File: config.mk
export PLATFORM = sky130hd
export DESIGN_NAME = cache_arbiter
export DESIGN_NICKNAME = d
export VERILOG_FILES = /design/src/rtl/arb_types.sv /design/src/rtl/cache_arbiter.sv
export SDC_FILE = /design/constraint.sdc
export NUM_CORES = 1
export LEC_CHECK = 0
export ABC_AREA = 1
export CORE_AREA = 2 2 533 535
export CTS_CLUSTER_DIAMETER = 100
export DETAILED_ROUTE_END_ITERATION = 7
export DIE_AREA = 0 0 535 537
export PLACE_DENSITY = 0.3
export REMOVE_ABC_BUFFERS = 1
export SYNTH_ARGS = -nofsm -noshare
export SYNTH_HDL_FRONTEND = slang
export SYNTH_SLANG_ARGS = --single-unit
File: constraint.sdc
create_clock -name clk -period 3.5 [get_ports clk]
set_input_delay 0.7 -clock clk [delete_from_list [all_inputs] [get_ports clk]]
set_output_delay 0.7 -clock clk [all_outputs]
set_load 0.005 [all_outputs]
File: src/rtl/arb_types.sv
// Shared types and default sizes for the I/D-cache to physical-memory arbiter.
package arb_types;

   localparam int LINE_WIDTH_DEF  = 256;
   localparam int ADDR_WIDTH_DEF  = 32;
   localparam int OFFSET_BITS_DEF = 5;

   typedef enum logic [2:0] {
      IDLE    = 3'd0,
      SERVE_I = 3'd1,
      SERVE_D = 3'd2,
      RESP_I  = 3'd3,
      RESP_D  = 3'd4
   } arb_state_t;

   typedef enum logic {
      ARB_I = 1'b0,
      ARB_D = 1'b1
   } arb_client_t;

endpackage

File: src/rtl/cache_arbiter.sv
// Arbitrates I-cache and D-cache line misses onto one physical-memory port.
// Define ARB_RR_EN for round-robin on contested grants (default: D over I).
module cache_arbiter
   import arb_types::*;
#(
   parameter int LINE_WIDTH  = LINE_WIDTH_DEF,
   parameter int ADDR_WIDTH  = ADDR_WIDTH_DEF,
   parameter int OFFSET_BITS = OFFSET_BITS_DEF
) (
   input  logic                  clk,
   input  logic                  rst,
   input  logic                  i_pmem_read,
   input  logic [ADDR_WIDTH-1:0] i_pmem_address,
   output logic [LINE_WIDTH-1:0] i_pmem_rdata,
   output logic                  i_pmem_resp,
   input  logic                  d_pmem_read,
   input  logic                  d_pmem_write,
   input  logic [ADDR_WIDTH-1:0] d_pmem_address,
   input  logic [LINE_WIDTH-1:0] d_pmem_wdata,
   output logic [LINE_WIDTH-1:0] d_pmem_rdata,
   output logic                  d_pmem_resp,
   output logic                  mem_read,
   output logic                  mem_write,
   output logic [ADDR_WIDTH-1:0] mem_address,
   output logic [LINE_WIDTH-1:0] mem_wdata,
   input  logic [LINE_WIDTH-1:0] mem_rdata,
   input  logic                  mem_resp,
   output logic                  stall
);

   arb_state_t            state_q, state_d;
   logic                  mem_read_q, mem_read_d;
   logic                  mem_write_q, mem_write_d;
   logic [ADDR_WIDTH-1:0] mem_address_q, mem_address_d;
   logic [LINE_WIDTH-1:0] mem_wdata_q, mem_wdata_d;
   logic [LINE_WIDTH-1:0] i_rdata_q, i_rdata_d;
   logic [LINE_WIDTH-1:0] d_rdata_q, d_rdata_d;
   logic                  i_resp_q, i_resp_d;
   logic                  d_resp_q, d_resp_d;
   logic                  stall_q, stall_d;
`ifdef ARB_RR_EN
   arb_client_t           last_grant_q, last_grant_d;
`endif

   logic                  i_req_s;
   logic                  d_req_s;
   logic                  grant_valid_s;
   arb_client_t           grant_client_s;
   logic [ADDR_WIDTH-1:0] grant_addr_s;

   assign i_req_s = i_pmem_read;
   assign d_req_s = d_pmem_read | d_pmem_write;

   // State and request registers; reset abandons any in-flight transaction.
   always_ff @(posedge clk or negedge rst) begin
      if (!rst) begin
         state_q       <= IDLE;
         mem_read_q    <= 1'b0;
         mem_write_q   <= 1'b0;
         mem_address_q <= '0;
         mem_wdata_q   <= '0;
         i_rdata_q     <= '0;
         d_rdata_q     <= '0;
         i_resp_q      <= 1'b0;
         d_resp_q      <= 1'b0;
         stall_q       <= 1'b0;
`ifdef ARB_RR_EN
         last_grant_q  <= ARB_I;
`endif
      end else begin
         state_q       <= state_d;
         mem_read_q    <= mem_read_d;
         mem_write_q   <= mem_write_d;
         mem_address_q <= mem_address_d;
         mem_wdata_q   <= mem_wdata_d;
         i_rdata_q     <= i_rdata_d;
         d_rdata_q     <= d_rdata_d;
         i_resp_q      <= i_resp_d;
         d_resp_q      <= d_resp_d;
         stall_q       <= stall_d;
`ifdef ARB_RR_EN
         last_grant_q  <= last_grant_d;
`endif
      end
   end

   // Grant selection and next-state logic.
   always_comb begin
      grant_valid_s  = 1'b0;
      grant_client_s = ARB_I;
      if (i_req_s && d_req_s) begin
         grant_valid_s = 1'b1;
`ifdef ARB_RR_EN
         grant_client_s = (last_grant_q == ARB_D) ? ARB_I : ARB_D;
`else
         grant_client_s = ARB_D;
`endif
      end else if (d_req_s) begin
         grant_valid_s  = 1'b1;
         grant_client_s = ARB_D;
      end else if (i_req_s) begin
         grant_valid_s  = 1'b1;
         grant_client_s = ARB_I;
      end else begin
         grant_valid_s  = 1'b0;
         grant_client_s = ARB_I;
      end

      state_d = state_q;
      case (state_q)
         IDLE: begin
            if (grant_valid_s) begin
               state_d = (grant_client_s == ARB_D) ? SERVE_D : SERVE_I;
            end else begin
               state_d = IDLE;
            end
         end
         SERVE_I: begin
            if (mem_resp) begin
               state_d = RESP_I;
            end else begin
               state_d = SERVE_I;
            end
         end
         SERVE_D: begin
            if (mem_resp) begin
               state_d = RESP_D;
            end else begin
               state_d = SERVE_D;
            end
         end
         RESP_I:  state_d = IDLE;
         RESP_D:  state_d = IDLE;
         default: state_d = IDLE;
      endcase
   end

   // Memory-port, response and stall register updates.
   always_comb begin
      mem_read_d    = mem_read_q;
      mem_write_d   = mem_write_q;
      mem_address_d = mem_address_q;
      mem_wdata_d   = mem_wdata_q;
      i_rdata_d     = i_rdata_q;
      d_rdata_d     = d_rdata_q;
      i_resp_d      = 1'b0;
      d_resp_d      = 1'b0;
      stall_d       = (state_d != IDLE);
`ifdef ARB_RR_EN
      last_grant_d  = last_grant_q;
`endif
      grant_addr_s  = (grant_client_s == ARB_D) ? d_pmem_address : i_pmem_address;

      case (state_q)
         IDLE: begin
            if (grant_valid_s) begin
               mem_address_d = {grant_addr_s[ADDR_WIDTH-1:OFFSET_BITS], {OFFSET_BITS{1'b0}}};
`ifdef ARB_RR_EN
               last_grant_d  = grant_client_s;
`endif
               if (grant_client_s == ARB_D) begin
                  // A simultaneous read+write is taken as the writeback.
                  mem_write_d = d_pmem_write;
                  mem_read_d  = ~d_pmem_write;
                  mem_wdata_d = d_pmem_wdata;
               end else begin
                  mem_write_d = 1'b0;
                  mem_read_d  = 1'b1;
               end
            end else begin
               mem_read_d  = 1'b0;
               mem_write_d = 1'b0;
            end
         end
         SERVE_I: begin
            if (mem_resp) begin
               mem_read_d  = 1'b0;
               mem_write_d = 1'b0;
               i_rdata_d   = mem_rdata;
               i_resp_d    = 1'b1;
            end else begin
               i_resp_d    = 1'b0;
            end
         end
         SERVE_D: begin
            if (mem_resp) begin
               mem_read_d  = 1'b0;
               mem_write_d = 1'b0;
               d_rdata_d   = mem_read_q ? mem_rdata : d_rdata_q;
               d_resp_d    = 1'b1;
            end else begin
               d_resp_d    = 1'b0;
            end
         end
         RESP_I: begin
            i_resp_d = 1'b0;
         end
         RESP_D: begin
            d_resp_d = 1'b0;
         end
         default: begin
            mem_read_d  = 1'b0;
            mem_write_d = 1'b0;
         end
      endcase
   end

   assign mem_read     = mem_read_q;
   assign mem_write    = mem_write_q;
   assign mem_address  = mem_address_q;
   assign mem_wdata    = mem_wdata_q;
   assign i_pmem_rdata = i_rdata_q;
   assign d_pmem_rdata = d_rdata_q;
   assign i_pmem_resp  = i_resp_q;
   assign d_pmem_resp  = d_resp_q;
   assign stall        = stall_q;

endmodule

==> results of run 1 <==
[timing repair]
item	4_1_cts	5_1_grt
hold buffers	1	0
buffers inserted	0	0
endpoints found under the hold margin	19	0
[cell families after synthesis]
family / Yosys count / share of synthesized area
AO/OA/AOI/OAI: 771 / 0.127
AND/OR/NAND/NOR: 1214 / 0.151
other: 1 / 0.000123
buffers and inverters: 476 / 0.0630
flip-flops: 802 / 0.658
[registers in the layout, indices dropped and copies added, names as in the netlist]
register,count
d_pmem_rdata,256
i_pmem_rdata,256
mem_wdata,256
mem_address,27
state_q,2
d_pmem_resp,1
i_pmem_resp,1
mem_read,1
mem_write,1
stall,1
[worst max-delay path by stage]
stage	startpoint	endpoint	slack [ns]	cells past startpoint
after floorplan	mem_resp	d_pmem_rdata[0]	-4.49	2
after global placement	mem_resp	d_pmem_rdata[38]	0.37	6
after detailed placement	mem_resp	d_pmem_rdata[38]	0.38	6
after CTS	mem_address[14]	mem_address[14]	0.69	1
after global routing	mem_address[14]	mem_address[14]	0.72	1
final	mem_address[14]	mem_address[14]	0.82	1
[per-layer routing]
metal	GRT usage	up-vias	wire, um
li1	-	13080	-
met1	0.128	13234	66700
met2	0.202	1119	84700
met3	0.0607	284	20100
met4	0.0371	100	5550
met5	0	-	629
[Yosys cell counts]
library cell / number
sky130_fd_sc_hd__nand2_1: 1199
sky130_fd_sc_hd__dfrtp_1: 802
sky130_fd_sc_hd__o21ai_0: 712
sky130_fd_sc_hd__inv_1: 262
sky130_fd_sc_hd__clkbuf_1: 133
sky130_fd_sc_hd__buf_2: 68
sky130_fd_sc_hd__o21ai_1: 56
sky130_fd_sc_hd__buf_4: 5
sky130_fd_sc_hd__buf_6: 4
sky130_fd_sc_hd__nand3_1: 4
sky130_fd_sc_hd__nor2_1: 4
sky130_fd_sc_hd__inv_2: 3
sky130_fd_sc_hd__nor2_4: 3
sky130_fd_sc_hd__a21boi_0: 1
sky130_fd_sc_hd__a21oi_1: 1
sky130_fd_sc_hd__clkbuf_2: 1
sky130_fd_sc_hd__conb_1: 1
sky130_fd_sc_hd__nand3_2: 1
sky130_fd_sc_hd__nand3_4: 1
sky130_fd_sc_hd__nand4_2: 1
sky130_fd_sc_hd__nor2_2: 1
sky130_fd_sc_hd__o21ai_4: 1
[area by class of cell]
| cell class | instances | area [um^2] |
|---|---|---|
| multi-input cells | 1990 | 8520 |
| inverters | 265 | 995 |
| flip-flops and latches | 802 | 20100 |
| repair buffers | 1455 | 14900 |
| clock inverters | 25 | 345 |
| fillers | 31292 | 229000 |
| clock buffers | 171 | 3230 |
| well taps | 3743 | 4680 |
| diodes | 29 | 72.6 |
[power by group]
| part | leakage, nW | internal [mW] | switching (mW) |
|---|---|---|---|
| logic | 11.7 | 9.89 | 9.31 |
| registers | 10.1 | 13.6 | 2.36 |
| clock network | 1.75 | 6.76 | 4.60 |
[stage by stage]
| step | TNS [ns] | cell area [um^2] | cells |
|---|---|---|---|
| 6_report | 0 | 52800 | 8480 |
| 2_1_floorplan | -2441.57 | 29600 | 3057 |
| 3_5_place_dp | 0 | 49100 | 8254 |
| 5_1_grt | 0 | 52700 | 8454 |
| 3_3_place_gp | 0 | 49100 | 8254 |
| 4_1_cts | 0 | 52700 | 8451 |
==> run summary, run 1 <==
outcome = complete, no violations
synthesized area per cell = 9.34 um^2
number of placement rows = 195
Chip Height = 537 um
fraction of synthesized cell area taken by the top area cell type = 0.658
post-layout min period = 2.68 ns
worst reg2reg setup slack = 1.20 ns
number of pins with negative max-slew slack in the final report = 0
fraction of final layout cells with drive strength greater than 1 = 0.0540
largest cells by area after synthesis = sky130_fd_sc_hd__dfrtp_1, sky130_fd_sc_hd__nand2_1, sky130_fd_sc_hd__o21ai_0
H-Tree Level Count = 3
critical path cell sequence = clkdlybuf4s50_1
number of max-cap violations = 0
sequential area share after synthesis = 0.658
GRT Total Usage = 0.119
worst setup timing slack at the placement stage = 0.379 ns
Inserted Clock Buffers = 111
routed vias/inst = 3.28
total count of hold-check failures in the final report = 0
Clock Tree Root = sky130_fd_sc_hd__clkbuf_16
minimum hold slack = 0.380 ns
number of distinct standard cells referenced by the synthesized netlist = 22
residual DRC count = 0
routability-driven placement congestion ratio = 0.785
initial detailed-routing violation count = 1244
VDD IR-drop max = 0.633 mV
total length of routed wires = 178000 um
Layout Utilization = 0.188
power per cell area = 880 mW/mm^2
number of nets in the finished design = 5207
instance count of the mapped netlist = 3264
Final WS setup = 0.817 ns
Worst setup EP type = primary output
count of endpoints failing setup in the final report = 0
cell type of the slowest stage on the worst timing path = sky130_fd_sc_hd__clkdlybuf4s50_1
kind of critical path = register to primary output
leakage power figure = 23.5 nW
number of global-route vias before repair = 29042
FF-to-FF Start = state_q[1]
Slew HR = 0.191
layout overhead on the synthesized area = 73.2%
source-to-sink clock delay at the later pin of the worst-skew pair = 0.86 ns
drt wl/cell = 20.9 um
count of antenna-violating nets left after detailed routing = 0
#FFs+latches synth = 802
Sink Count = 802
number of antenna violations at the first check in global routing = 89
class of the tightest hold or removal check = primary input to register
floorplan die area = 0.287 mm^2
count of boundary I/O pins = 1387
post-CTS clock slew at the launch and capture registers of the worst setup and hold paths = 0.05 ns
number of warnings reported in the yosys synthesis log = 0
most common cell after layout, fill and taps aside = sky130_fd_sc_hd__clkdlybuf4s50_1
number of instances on the worst hold path = 3
largest stage delay on the critical path = 0.60 ns
buffers added on ports = 1371
overall die width = 535 um
worst r2r dst = d_pmem_rdata[38]
path depth of the worst reg2reg path = 7
kind of cell with the highest combined delay on the critical path = buffers and inverters
Design Power = 46.5 mW
number of buffer and inverter stages on the critical path = 1
wire length of the first global-routing pass = 242000 um
HPWL after DPL = 139000 um
unrepaired setup endpoints after global routing = false
pin count of the biggest net entering global routing = 168
standard cell core area = 0.281 mm^2
fin crit share = 0.767
vias after detailed routing = 27817
number of iterations in the first detailed-routing pass = 5
Max Clock Skew = 0.0621 ns
Overflow after GRT = 0
Resize count post-CTS = 0
most frequent cells in the layout = sky130_fd_sc_hd__clkdlybuf4s50_1, sky130_fd_sc_hd__nand2_1, sky130_fd_sc_hd__dfrtp_1
Least-Margin Pin Slew = 1.21 ns
worst path arrival time = 1.98 ns
Worst Path Max Fanout = 2
Starting Density = 0.108
highest clock rate = 373 MHz
post-synth top area cell = sky130_fd_sc_hd__dfrtp_1
worst hold path startpoint = d_pmem_wdata[118]
end point of the worst hold path = mem_wdata[118]
clock tree from TritonCTS = done
post-synth design cell area = 0.0305 mm^2
Data required, critical path = 2.80 ns
worst-case clock buffer depth = 4
startpoint kind of the worst setup timing path = register
No activity file was read; power rests on OpenSTA's default activity.
==> inputs of run 2 (changes only) <==
--- a/config.mk
+++ b/config.mk
@@ -6,10 +6,10 @@
 export NUM_CORES = 1
 export LEC_CHECK = 0
 export ABC_AREA = 1
-export CORE_AREA = 2 2 533 535
+export CORE_AREA = 2 2 535 537
 export CTS_CLUSTER_DIAMETER = 100
 export DETAILED_ROUTE_END_ITERATION = 7
-export DIE_AREA = 0 0 535 537
+export DIE_AREA = 0 0 537 539
 export PLACE_DENSITY = 0.3
 export REMOVE_ABC_BUFFERS = 1
 export SYNTH_ARGS = -nofsm -noshare
==> constraint.sdc (replaced) <==
create_clock -name clk -period 2.8 [get_ports clk]
set_input_delay 0.56 -clock clk [delete_from_list [all_inputs] [get_ports clk]]
set_output_delay 0.56 -clock clk [all_outputs]
set_load 0.005 [all_outputs]
==> run summary, run 2 (synthesized netlist as in run 1, its figures left out) <==
leakage power figure = 23.7 nW (+0.93%)
number of placement rows = 196 (+0.51%)
register cell area after layout = 0.0201 mm^2 (unchanged)
total length of routed wires = 179000 um (+0.49%)
Clock Tree Root = sky130_fd_sc_hd__clkbuf_16
final setup TNS = 0 ns (unchanged)
vias after detailed routing = 27699 (-0.42%)
HPWL after DPL = 142000 um (+1.8%)
count of boundary I/O pins = 1387 (unchanged)
number of max-cap violations = 0 (unchanged)
area of combinational cells with multiple inputs = 0.00852 mm^2 (unchanged)
fill cell instance count of the final layout = 31720 (+1.4%)
Starting Density = 0.107 (-0.00102)
GRT Total Usage = 0.119 (-0.000197)
clock tree from TritonCTS = done
Final WS setup = 0.226 ns (-0.591 ns)
Max Clock Skew = 0.0496 ns (-0.0125 ns)
Worst setup EP type = primary output
floorplan die area = 0.289 mm^2 (+0.75%)
Chip Height = 539 um (+0.37%)
Slew HR = 0.410 (+0.219)
Worst Path Max Fanout = 3 (+1)
highest clock rate = 389 MHz
number of global-route vias before repair = 28865 (-0.61%)
Setup Buffers After CTS = 0 (unchanged)
unrepaired setup endpoints after global routing = false
Data required, critical path = 2.24 ns (-0.56 ns)
number of nets in the finished design = 5235 (+0.54%)
drt wl/cell = 20.9 um (about the same)
power per cell area = 1110 mW/mm^2 (+26%)
VDD IR-drop max = 0.461 mV (-27%)
number of buffer and inverter stages on the critical path = 1 (unchanged)
worst path arrival time = 2.01 ns (+0.03 ns)
routability-driven placement congestion ratio = 0.783 (-0.32%)
number of iterations in the first detailed-routing pass = 5 (unchanged)
hold_buf cts = 0 (-1)
routed vias/inst = 3.25 (-1.0%)
most frequent cells in the layout = sky130_fd_sc_hd__clkdlybuf4s50_1, sky130_fd_sc_hd__nand2_1, sky130_fd_sc_hd__dfrtp_1
wire length of the first global-routing pass = 244000 um (+0.59%)
layout overhead on the synthesized area = 74.5%
class of the tightest hold or removal check = primary input to async pin
most common cell after layout, fill and taps aside = sky130_fd_sc_hd__clkdlybuf4s50_1
worst reg2reg setup slack = 0.57 ns (-0.63 ns)
Sink Count = 802 (unchanged)
Design Power = 58.9 mW (+27%)
Least-Margin Pin Slew = 0.885 ns (-0.329 ns)
kind of cell with the highest combined delay on the critical path = buffers and inverters
number of pins with negative max-slew slack in the final report = 0 (unchanged)
pin count of the biggest net entering global routing = 100 (-40%)
H-Tree Level Count = 3 (unchanged)
Resize count post-CTS = 0 (unchanged)
Inserted Clock Buffers = 115 (+3.6%)
initial detailed-routing violation count = 1423 (+14%)
critical path cell sequence = clkdlybuf4s50_1
buffers added on ports = 1371 (unchanged)
count of antenna-violating nets left after detailed routing = 0 (unchanged)
worst r2r dst = i_pmem_rdata[208]
overall die width = 537 um (+0.37%)
outcome = complete, no violations
path depth of the worst reg2reg path = 5 (-2)
minimum hold slack = 0.174 ns (-0.205 ns)
Overflow after GRT = 0 (unchanged)
largest stage delay on the critical path = 0.73 ns (+0.13 ns)
source-to-sink clock delay at the later pin of the worst-skew pair = 0.82 ns (-0.04 ns)
post-layout min period = 2.57 ns
standard cell core area = 0.284 mm^2 (+0.95%)
worst-case clock buffer depth = 4 (unchanged)
startpoint kind of the worst setup timing path = register
count of endpoints failing setup in the final report = 0 (unchanged)
kind of critical path = register to primary output
post-CTS clock slew at the launch and capture registers of the worst setup and hold paths = 0.06 ns (about the same)
fraction of final layout cells with drive strength greater than 1 = 0.0629 (+0.00892)
worst setup timing slack at the placement stage = -0.0720 ns (-0.451 ns)
total count of hold-check failures in the final report = 0 (unchanged)
fin crit share = 0.919
cell type of the slowest stage on the worst timing path = sky130_fd_sc_hd__clkdlybuf4s50_1
number of antenna violations at the first check in global routing = 73 (-18%)
residual DRC count = 0 (unchanged)
FF-to-FF Start = d_pmem_resp
-- run 2: worst max-delay path by stage --
stage / start / to / slack [ns] / cells past startpoint
3_5_place_dp: mem_resp / i_pmem_rdata[206] / -0.07 / 6
3_3_place_gp: mem_resp / i_pmem_rdata[203] / -0.05 / 6
4_1_cts: mem_read / mem_read / 0.07 / 1
2_1_floorplan: mem_resp / d_pmem_rdata[0] / -5.05 / 2
5_1_grt: mem_read / mem_read / 0.06 / 1
6_report: mem_read / mem_read / 0.23 / 1
-- run 2: through the flow --
step	cell area [um^2]	cells	utilization
2_1_floorplan	29600	3057	-
3_3_place_gp	49400	8298	0.174
3_5_place_dp	49400	8298	0.174
4_1_cts	53100	8502	0.187
5_1_grt	53100	8507	0.187
6_report	53200	8529	0.187
-- run 2: cell type report --
class	instances	share of cell area
Timing Repair Buffer	1479	0.283
Tap cell	3762	0.0885
Sequential cell	802	0.377
Clock buffer	175	0.0648
Inverter	265	0.0187
Antenna cell	27	0.00127
Clock inverter	29	0.00560
Multi-Input combinational cell	1990	0.160
-- run 2: power breakdown --
group / switching [mW] / internal, mW / leakage [nW]
logic: 11.9 / 12.5 / 11.8
clock network: 5.77 / 8.78 / 1.85
registers: 3.08 / 17.0 / 10.1
-- run 2: routing by layer --
layer	track usage	routed length [um]	part of all wire
met5	0	446	0.0025
met4	0.0287	4320	0.024
met3	0.0566	19600	0.11
met2	0.204	86200	0.48
met1	0.130	67900	0.38
